--- src/rtl/window_gen33_pkg.sv ---
// Shared LeNet definitions: pixel type, per-layer image sizes and kernel size.
// Used by the window generator and by the convolution stages it feeds.
package window_gen33_pkg;

  localparam int PIX_W = 8;
  typedef logic signed [PIX_W-1:0] pix_t;

  localparam int IMG_DIM_C1 = 28;
  localparam int IMG_DIM_S2 = 14;
  localparam int IMG_DIM_C3 = 10;
  localparam int IMG_DIM_S4 = 5;

  localparam int K = 3;

  function automatic int winPerFrame(input int w, input int h);
    return (w - K + 1) * (h - K + 1);
  endfunction

endpackage

--- src/rtl/window_gen33_if.sv ---
// Pixel stream in, 3x3 window plus strobes out. The producer side uses the
// master modport and the window generator uses the slave modport.
interface window_gen33_if import window_gen33_pkg::*; #(
  parameter int BIT_WIDTH = PIX_W
);

  logic signed [BIT_WIDTH-1:0] pix_in;
  logic                        pix_valid;
  logic signed [BIT_WIDTH-1:0] in1, in2, in3, in4, in5, in6, in7, in8, in9;
  logic                        en;
  logic                        frame_done;

  modport master (
    output pix_in, pix_valid,
    input  in1, in2, in3, in4, in5, in6, in7, in8, in9, en, frame_done
  );

  modport slave (
    input  pix_in, pix_valid,
    output in1, in2, in3, in4, in5, in6, in7, in8, in9, en, frame_done
  );

endinterface

--- src/rtl/window_gen33_line_buffer.sv ---
// Fixed-depth shift register holding one image row; the output is the pixel
// that entered DEPTH shifts ago.
module line_buffer import window_gen33_pkg::*; #(
  parameter int DEPTH     = IMG_DIM_C1,
  parameter int BIT_WIDTH = PIX_W
) (
  input  logic                        i_clk,
  input  logic                        i_shift,
  input  logic signed [BIT_WIDTH-1:0] i_din,
  output logic signed [BIT_WIDTH-1:0] o_dout
);

  logic signed [BIT_WIDTH-1:0] r_mem [DEPTH];

  // Contents need no reset: stale rows are masked by the window valid logic.
  always_ff @(posedge i_clk) begin
    if (i_shift) begin
      r_mem[0] <= i_din;
      for (int i = 1; i < DEPTH; i++) begin
        r_mem[i] <= r_mem[i-1];
      end
    end
  end

  assign o_dout = r_mem[DEPTH-1];

endmodule

--- src/rtl/window_gen33.sv ---
// Streaming 3x3 window generator for the LeNet convolution MAC: two row
// buffers plus a 3x3 shift window, strobing en for every interior position.
module window_gen33 import window_gen33_pkg::*; #(
  parameter int BIT_WIDTH = PIX_W,
  parameter int IMG_W     = IMG_DIM_C1,
  parameter int IMG_H     = IMG_DIM_C1
) (
  input logic          clk,
  input logic          rst,
  window_gen33_if.slave bus
);

  localparam int CW = $clog2(IMG_W);
  localparam int RW = $clog2(IMG_H);
  localparam logic [CW-1:0] LAST_COL = CW'(IMG_W - 1);
  localparam logic [RW-1:0] LAST_ROW = RW'(IMG_H - 1);

  logic [CW-1:0]               r_col;
  logic [RW-1:0]               r_row;
  logic signed [BIT_WIDTH-1:0] r_top [K];
  logic signed [BIT_WIDTH-1:0] r_mid [K];
  logic signed [BIT_WIDTH-1:0] r_bot [K];
  logic                        r_en;
  logic                        r_frameDone;

  logic                        w_accept;
  logic signed [BIT_WIDTH-1:0] w_lb0;
  logic signed [BIT_WIDTH-1:0] w_lb1;

  // Reset wins over a pixel in the same cycle, so the pixel never reaches the buffers.
  assign w_accept = bus.pix_valid & ~rst;

  line_buffer #(.DEPTH(IMG_W), .BIT_WIDTH(BIT_WIDTH)) u_lb0 (
    .i_clk   (clk),
    .i_shift (w_accept),
    .i_din   (bus.pix_in),
    .o_dout  (w_lb0)
  );

  line_buffer #(.DEPTH(IMG_W), .BIT_WIDTH(BIT_WIDTH)) u_lb1 (
    .i_clk   (clk),
    .i_shift (w_accept),
    .i_din   (w_lb0),
    .o_dout  (w_lb1)
  );

  always_ff @(posedge clk) begin
    if (rst) begin
      r_col <= '0;
      r_row <= '0;
    end else if (bus.pix_valid) begin
      if (r_col == LAST_COL) begin
        r_col <= '0;
        r_row <= (r_row == LAST_ROW) ? '0 : r_row + 1'b1;
      end else begin
        r_col <= r_col + 1'b1;
      end
    end
  end

  // Windows that straddle a row edge or use the first two rows are masked, not flushed.
  always_ff @(posedge clk) begin
    if (rst) begin
      for (int i = 0; i < K; i++) begin
        r_top[i] <= '0;
        r_mid[i] <= '0;
        r_bot[i] <= '0;
      end
      r_en        <= 1'b0;
      r_frameDone <= 1'b0;
    end else begin
      r_en        <= bus.pix_valid && (r_row >= RW'(2)) && (r_col >= CW'(2));
      r_frameDone <= bus.pix_valid && (r_row == LAST_ROW) && (r_col == LAST_COL);
      if (bus.pix_valid) begin
        for (int i = 0; i < K - 1; i++) begin
          r_top[i] <= r_top[i+1];
          r_mid[i] <= r_mid[i+1];
          r_bot[i] <= r_bot[i+1];
        end
        r_top[K-1] <= w_lb1;
        r_mid[K-1] <= w_lb0;
        r_bot[K-1] <= bus.pix_in;
      end
    end
  end

  assign bus.in1        = r_top[0];
  assign bus.in2        = r_top[1];
  assign bus.in3        = r_top[2];
  assign bus.in4        = r_mid[0];
  assign bus.in5        = r_mid[1];
  assign bus.in6        = r_mid[2];
  assign bus.in7        = r_bot[0];
  assign bus.in8        = r_bot[1];
  assign bus.in9        = r_bot[2];
  assign bus.en         = r_en;
  assign bus.frame_done = r_frameDone;

endmodule

--- src/flat_wrapper.sv ---
// flat-port wrapper written by rule: the top's interface ports become plain ports
module window_gen33_flat import window_gen33_pkg::*;
#(
  parameter int BIT_WIDTH = PIX_W,
  parameter int IMG_W     = IMG_DIM_C1,
  parameter int IMG_H     = IMG_DIM_C1
)
  (clk, rst, bus_pix_in, bus_pix_valid, bus_in1, bus_in2, bus_in3, bus_in4, bus_in5, bus_in6, bus_in7, bus_in8, bus_in9, bus_en, bus_frame_done);
  window_gen33_if #(.BIT_WIDTH(BIT_WIDTH)) bus_i ();
  input logic clk;
  input logic rst;
  input wire logic [$bits(bus_i.pix_in)-1:0] bus_pix_in;
  input wire logic [$bits(bus_i.pix_valid)-1:0] bus_pix_valid;
  output wire logic [$bits(bus_i.in1)-1:0] bus_in1;
  output wire logic [$bits(bus_i.in2)-1:0] bus_in2;
  output wire logic [$bits(bus_i.in3)-1:0] bus_in3;
  output wire logic [$bits(bus_i.in4)-1:0] bus_in4;
  output wire logic [$bits(bus_i.in5)-1:0] bus_in5;
  output wire logic [$bits(bus_i.in6)-1:0] bus_in6;
  output wire logic [$bits(bus_i.in7)-1:0] bus_in7;
  output wire logic [$bits(bus_i.in8)-1:0] bus_in8;
  output wire logic [$bits(bus_i.in9)-1:0] bus_in9;
  output wire logic [$bits(bus_i.en)-1:0] bus_en;
  output wire logic [$bits(bus_i.frame_done)-1:0] bus_frame_done;
  assign bus_i.pix_in = bus_pix_in;
  assign bus_i.pix_valid = bus_pix_valid;
  assign bus_in1 = bus_i.in1;
  assign bus_in2 = bus_i.in2;
  assign bus_in3 = bus_i.in3;
  assign bus_in4 = bus_i.in4;
  assign bus_in5 = bus_i.in5;
  assign bus_in6 = bus_i.in6;
  assign bus_in7 = bus_i.in7;
  assign bus_in8 = bus_i.in8;
  assign bus_in9 = bus_i.in9;
  assign bus_en = bus_i.en;
  assign bus_frame_done = bus_i.frame_done;
  window_gen33 #(.BIT_WIDTH(BIT_WIDTH), .IMG_W(IMG_W), .IMG_H(IMG_H)) u_core (.clk(clk), .rst(rst), .bus(bus_i));
endmodule
--- config.mk ---
export PLATFORM = sky130hd
export DESIGN_NAME = window_gen33_flat
export DESIGN_NICKNAME = d
export VERILOG_FILES = /design/src/rtl/window_gen33_pkg.sv /design/src/rtl/window_gen33_if.sv /design/src/rtl/window_gen33_line_buffer.sv /design/src/rtl/window_gen33.sv /design/src/flat_wrapper.sv
export SDC_FILE = /design/constraint.sdc
export NUM_CORES = 1
export LEC_CHECK = 0
export ABC_AREA = 1
export BUFFER_PORTS_ARGS = -buffer_cell sky130_fd_sc_hd__buf_4
export CAP_MARGIN = 5
export CORE_MARGIN = 5
export CORE_UTILIZATION = 40
export DETAILED_ROUTE_END_ITERATION = 16
export MAX_ROUTING_LAYER = met4
export SETUP_SLACK_MARGIN = 0.5
export SKIP_LAST_GASP = 1
export SLEW_MARGIN = 20
export SYNTH_ARGS = -nofsm -noshare
export SYNTH_HDL_FRONTEND = slang
export SYNTH_SLANG_ARGS = --single-unit
export TNS_END_PERCENT = 1
--- constraint.sdc ---
create_clock -name clk -period 10.45 [get_ports clk]
set_clock_uncertainty 0.1 [all_clocks]
set_input_delay 0.5225 -clock clk [delete_from_list [all_inputs] [get_ports clk]]
set_output_delay 0.5225 -clock clk [all_outputs]
set_load 0.1 [all_outputs]
# Word-level counts from Yosys, hierarchy flattened
# Memory sizes are Yosys's and may differ from the RTL's.
# Cells that the tools add are included.
op_classes:
  n_addsub: 2
  magnitude_cmp: 2
  n_bitwise: 11
  reduce_logical: 5
  n_mux: 18
  eq_ne: 2
ops:
  columns: ["cell", "n"]
  rows:
  - ["two-way mux 8 bit", 9]
  - ["adder 5 x 1 -> 5 bit, second input constant", 2]
  - ["equality test 5 bit, second input constant", 2]
  - [">= comparator 5 x 2 -> 1 bit, second input constant", 2]
  - ["two-way mux 5 bit", 2]
  - ["OR 1 bit", 9]
  - ["two-way mux 1 bit", 7]
  - ["logical AND 1 bit", 4]
  - ["AND reduction 2 bit", 1]
  - ["AND 1 bit", 1]
  - ["NOT 1 bit", 1]
totals:
  ff_bits: 12
  out_inout_bits: 74
  elab_cells: 49
  ramBits: 520
  memories: 5
mem_list:
  columns: ["memory", "words", "word_bits", "rd", "rd_clocked_by_memory_dff", "write_ports", "line", "text"]
  rows:
  - ["u_core.u_lb0.r_mem", 28, 8, 28, 0, 28, "window_gen33_line_buffer.sv:13", "logic signed [BIT_WIDTH-1:0] r_mem [DEPTH];"]
  - ["u_core.u_lb1.r_mem", 28, 8, 28, 0, 28, "window_gen33_line_buffer.sv:13", null]
  - ["u_core.r_bot", 3, 8, 3, 0, 3, "window_gen33.sv:22", "logic signed [BIT_WIDTH-1:0] r_bot [K];"]
  - ["u_core.r_mid", 3, 8, 3, 0, 3, "window_gen33.sv:21", "logic signed [BIT_WIDTH-1:0] r_mid [K];"]
  - ["u_core.r_top", 3, 8, 3, 0, 3, "window_gen33.sv:20", "logic signed [BIT_WIDTH-1:0] r_top [K];"]

# Longest topological paths before layout
depth:
  word_depth: 4
  mapped_depth: 8
  mapped_depth_nobuf: 8

# Hierarchy
# From an unflattened synthesis, not the netlist that was laid out.
hier_totals:
  hier_cells: 778
  area_unflattened_um2: 16993.8
modules_own_cells:
  columns: ["module", "n_inst", "cells_each", "area_per_inst_um2"]
  rows:
  - ["line_buffer", 2, 232, 6786.5]
  - ["window_gen33", 1, 314, 3420.8]

# Worst setup path after synthesis
# No wires, ideal clock.
synth_path:
  kind: "in2reg"
  startpoint: "input port bus_pix_valid"
  endpoint: "memory u_core.r_top[0][10] in the netlist's numbering, data pin"
  arrival_time_ps: 7578
  stages: 6
  setup_slack_ps: 2636
  n_path_buf: 2
  cell_sequence: "inv_2 > nor2_4 > inv_2 > buf_6 > buf_8 > nor2_4"
synth_rtl:
  columns: ["element", "line", "text"]
  rows:
  - ["from (decl)", "flat_wrapper.sv:13", "input wire logic [$bits(bus_i.pix_valid)-1:0] bus_pix_valid;"]
  - ["to (decl)", "window_gen33.sv:20", null]

==> impl_metrics.env <==
export IMPL_wl_per_cell_um=14.5
export IMPL_synth_top_area_share_pct=92.1
export IMPL_finalSetupViolCount=0
export IMPL_syn_nets=782
export IMPL_worstSetupStartpointType="input port"
export IMPL_period_share_pct=31.3
export IMPL_p_leak_nw=6.90
export IMPL_core_area_mm2=0.0419
export IMPL_syn_inst=767
export IMPL_cts_resized=0
export IMPL_overflow=0
export IMPL_final_max_slew_viol_count=0
export IMPL_crit_required_ns=10.51
export IMPL_rsz0062_at_grt="false"
export IMPL_vias=6436
export IMPL_post_cts_buffers=0
export IMPL_rows=75
export IMPL_cts_buffer_depth=3
export IMPL_grt_pass1_vias=6369
export IMPL_power_density_mw_per_mm2=222
export IMPL_ys_seq_area_share_pct=93.5
export IMPL_crit_buf_inv=5
export IMPL_synthSimpleGateAreaFrac_pct=3.48
export IMPL_dpl_cell_count=1388
export IMPL_crit_top_cell="buf_4"
export IMPL_crit_type="in -> reg"
export IMPL_first_iter_violations=567
export IMPL_synth_xor_xnor_area_share_pct=0.155
export IMPL_layout_min_cycle_time_ns=3.27
export IMPL_slowest_stage="buf_4"
export IMPL_cts_clk_slew_worst_paths_ns=0.06
export IMPL_grt_pass1_wl_mm=33.8
export IMPL_area_delta_synth_final_pct=16.6
export IMPL_grtUsageTotal_pct=9.08
export IMPL_multi_input_area_um2=694
export IMPL_crit_chain="buf_4 > inv_2 > nor2_4 > buf_4 > buf_12 > buf_4"
export IMPL_drtPass1Iterations=4
export IMPL_slew_limit_headroom_pct=30.5
export IMPL_synth_fa_ha_area_share_pct=0.295
export IMPL_placed_cell_area_mm2=0.0182
export IMPL_synthTopCellsByArea="edfxtp_1 92%, inv_1 1.9%, nor2_1 1.7%"
export IMPL_drive_gt1_share_pct=17.8
export IMPL_antenna_found_initial=0
export IMPL_ant_nets=0
export IMPL_synth_mux_area_share_pct=0
export IMPL_die_area_mm2=0.0466
export IMPL_max_stage_delay_ns=0.93
export IMPL_synth_compound_area_share_pct=0.118
export IMPL_fin_area_mm2=0.0198
export IMPL_cpLargestDelayFamily="buffers and inverters"
export IMPL_synth_top_family_by_area="simple AND/OR/NAND/NOR gates"
export IMPL_clock_root_buffer="clkbuf_16"
export IMPL_drc=0
export IMPL_hold_violations=0
export IMPL_floorplan_initialDensity_pct=40.4
export IMPL_h_tree_depth=2
export IMPL_syn_area_mm2=0.0170
export IMPL_cts_sinks=532
export IMPL_portBuffers=84
export IMPL_gp_congestion=0.692
export IMPL_arrival_ns=3.34
export IMPL_postCtsHoldBufs=0
export IMPL_nets=916
export IMPL_seqCellArea_mm2=0.0159
export IMPL_grt_max_degree=182
export IMPL_tns_ns=0
export IMPL_cts_tree="built"
export IMPL_cts_buffers=50
export IMPL_hpwl_mm=10.5
export IMPL_die_h_um=216
export IMPL_io_pins=85
export IMPL_cp_end_kind="flop"
export IMPL_totalWireLength_mm=21.3
export IMPL_yosys_area_top_type="edfxtp_1"
export IMPL_clk_latency_ns=0.57
export IMPL_min_path_type="in -> reg"
export IMPL_fin_total_pwr_w=0.00439
export IMPL_viasPerCell=4.37
export IMPL_final_cells=1472
export IMPL_ys_warn_count=0
export IMPL_fmax_mhz=306
export IMPL_die_w_um=216
export IMPL_synth_cell_type_count=17
export IMPL_peakVddDrop_mv=0.137
export IMPL_worstMarginPinSlew_ns=1.04
export IMPL_avgSynthCellArea_um2=22.1
export IMPL_synth_seq_cells=532
export IMPL_fill_cells=3440
export IMPL_crit_path_max_fanout=181
export IMPL_status="finished clean"
export IMPL_num_antenna_cells=0
export IMPL_cap_violations=0
worst register-to-register path: cells and delay by family (launching register included):
kind	cells	cell delay (ns)
flops	1	0.39
buf+inv	2	0.20
fa+ha+maj	1	0.20
simple gates	5	0.49
kinds of logic after synthesis:
logic type | Yosys count
adders and majority gates | 4
xor gates and xnor gates | 3
buffers and inverters | 95
and+or+nand+nor | 129
DFF | 532
AOI/OAI and AO/OA | 4
cell type report:
| cell class | count | area share, % |
|---|---|---|
| well taps | 539 | 3.41 |
| inverters | 87 | 1.65 |
| clock inverters | 19 | 1.05 |
| repair buffers | 90 | 3.48 |
| clock buffers | 65 | 6.71 |
| multi-input cells | 140 | 3.51 |
| flip-flops and latches | 532 | 80.2 |
power breakdown:
| part | internal [W] | switching, W |
|---|---|---|
| logic | 0.0000326 | 0.000194 |
| clock network | 0.000969 | 0.000727 |
| registers | 0.00244 | 0.0000274 |
| total | 0.00344 | 0.000948 |
cell usage after synthesis:
master / instances
buf_6: 6
buf_8: 1
clkbuf_1: 1
dfxtp_1: 12
edfxtp_1: 520
ha_1: 4
inv_1: 85
inv_2: 2
nand2_1: 27
nand3_1: 8
nand4_1: 3
nor2_1: 76
nor2_4: 11
nor3_1: 3
nor4_1: 1
o21ai_0: 4
xor2_1: 3
state kept, by name, summed over array words and instances, names as in the netlist:
signal and flops:
u_core.u_lb1.r_mem 224, u_core.u_lb0.r_mem 224, u_core.r_top 24, u_core.r_bot 24
u_core.r_col 5, u_core.bus.frame_done 1, u_core.r_mid 24, u_core.bus.en 1
u_core.r_row 5
per-stage QoR:
step / worst slack, ns / hold WS, ns / utilization (%)
floorplan: 2.64 / 0.300 / -
global placement: 6.64 / 0.301 / 43.5
detailed placement: 6.53 / 0.305 / 43.5
CTS: 7.17 / 0.0202 / 47.1
global route: 6.98 / 0.0206 / 47.1
finish: 7.18 / 0.0510 / 47.1
path summary, 6_finish.rpt:
check | start | to | slack, ns | depth (start not counted)
worst min-delay path | bus_pix_in[1] | u_core.u_lb0.r_mem[0][1] | 0.05 | 1
worst max-delay path | bus_pix_valid | u_core.u_lb0.r_mem[4][11] | 7.18 | 6
worst min register to register | u_core.u_lb0.r_mem[4][19] | u_core.u_lb0.r_mem[4][27] | 0.30 | 0
worst max register to register | u_core.r_col[1] | u_core.r_row[3] | 8.97 | 8
placed cells by master, fill, tap and decap left out:
cell        count
ha_1            4
nand2_1        26
nand3_1         8
nor4_1          1
clkinv_16       1
inv_1          85
clkinv_2        2
edfxtp_1      520
inv_6           1
buf_12          1
clkbuf_1       13
nor2_1         76
inv_16          1
dfxtp_1        12
xor2_1          3
bufinv_16       3
clkbuf_8        2
buf_4          89
nand4_1         3
clkinv_1        9
nor3_1          3
nand2_4         1
inv_2           2
clkbuf_16      50
nor2_4         11
clkinvlp_4      2
o21ai_0         4
per-layer routing:
metal / GRT usage [%] / share of wire, % / wire (um)
met3: 2.90 / 6.5 / 1380
met4: 3.11 / 2.3 / 493
met2: 12.0 / 41 / 8700
met5: - / 0 / 0
met1: 13.3 / 50 / 10700
Power figures use the tool's default switching activity.
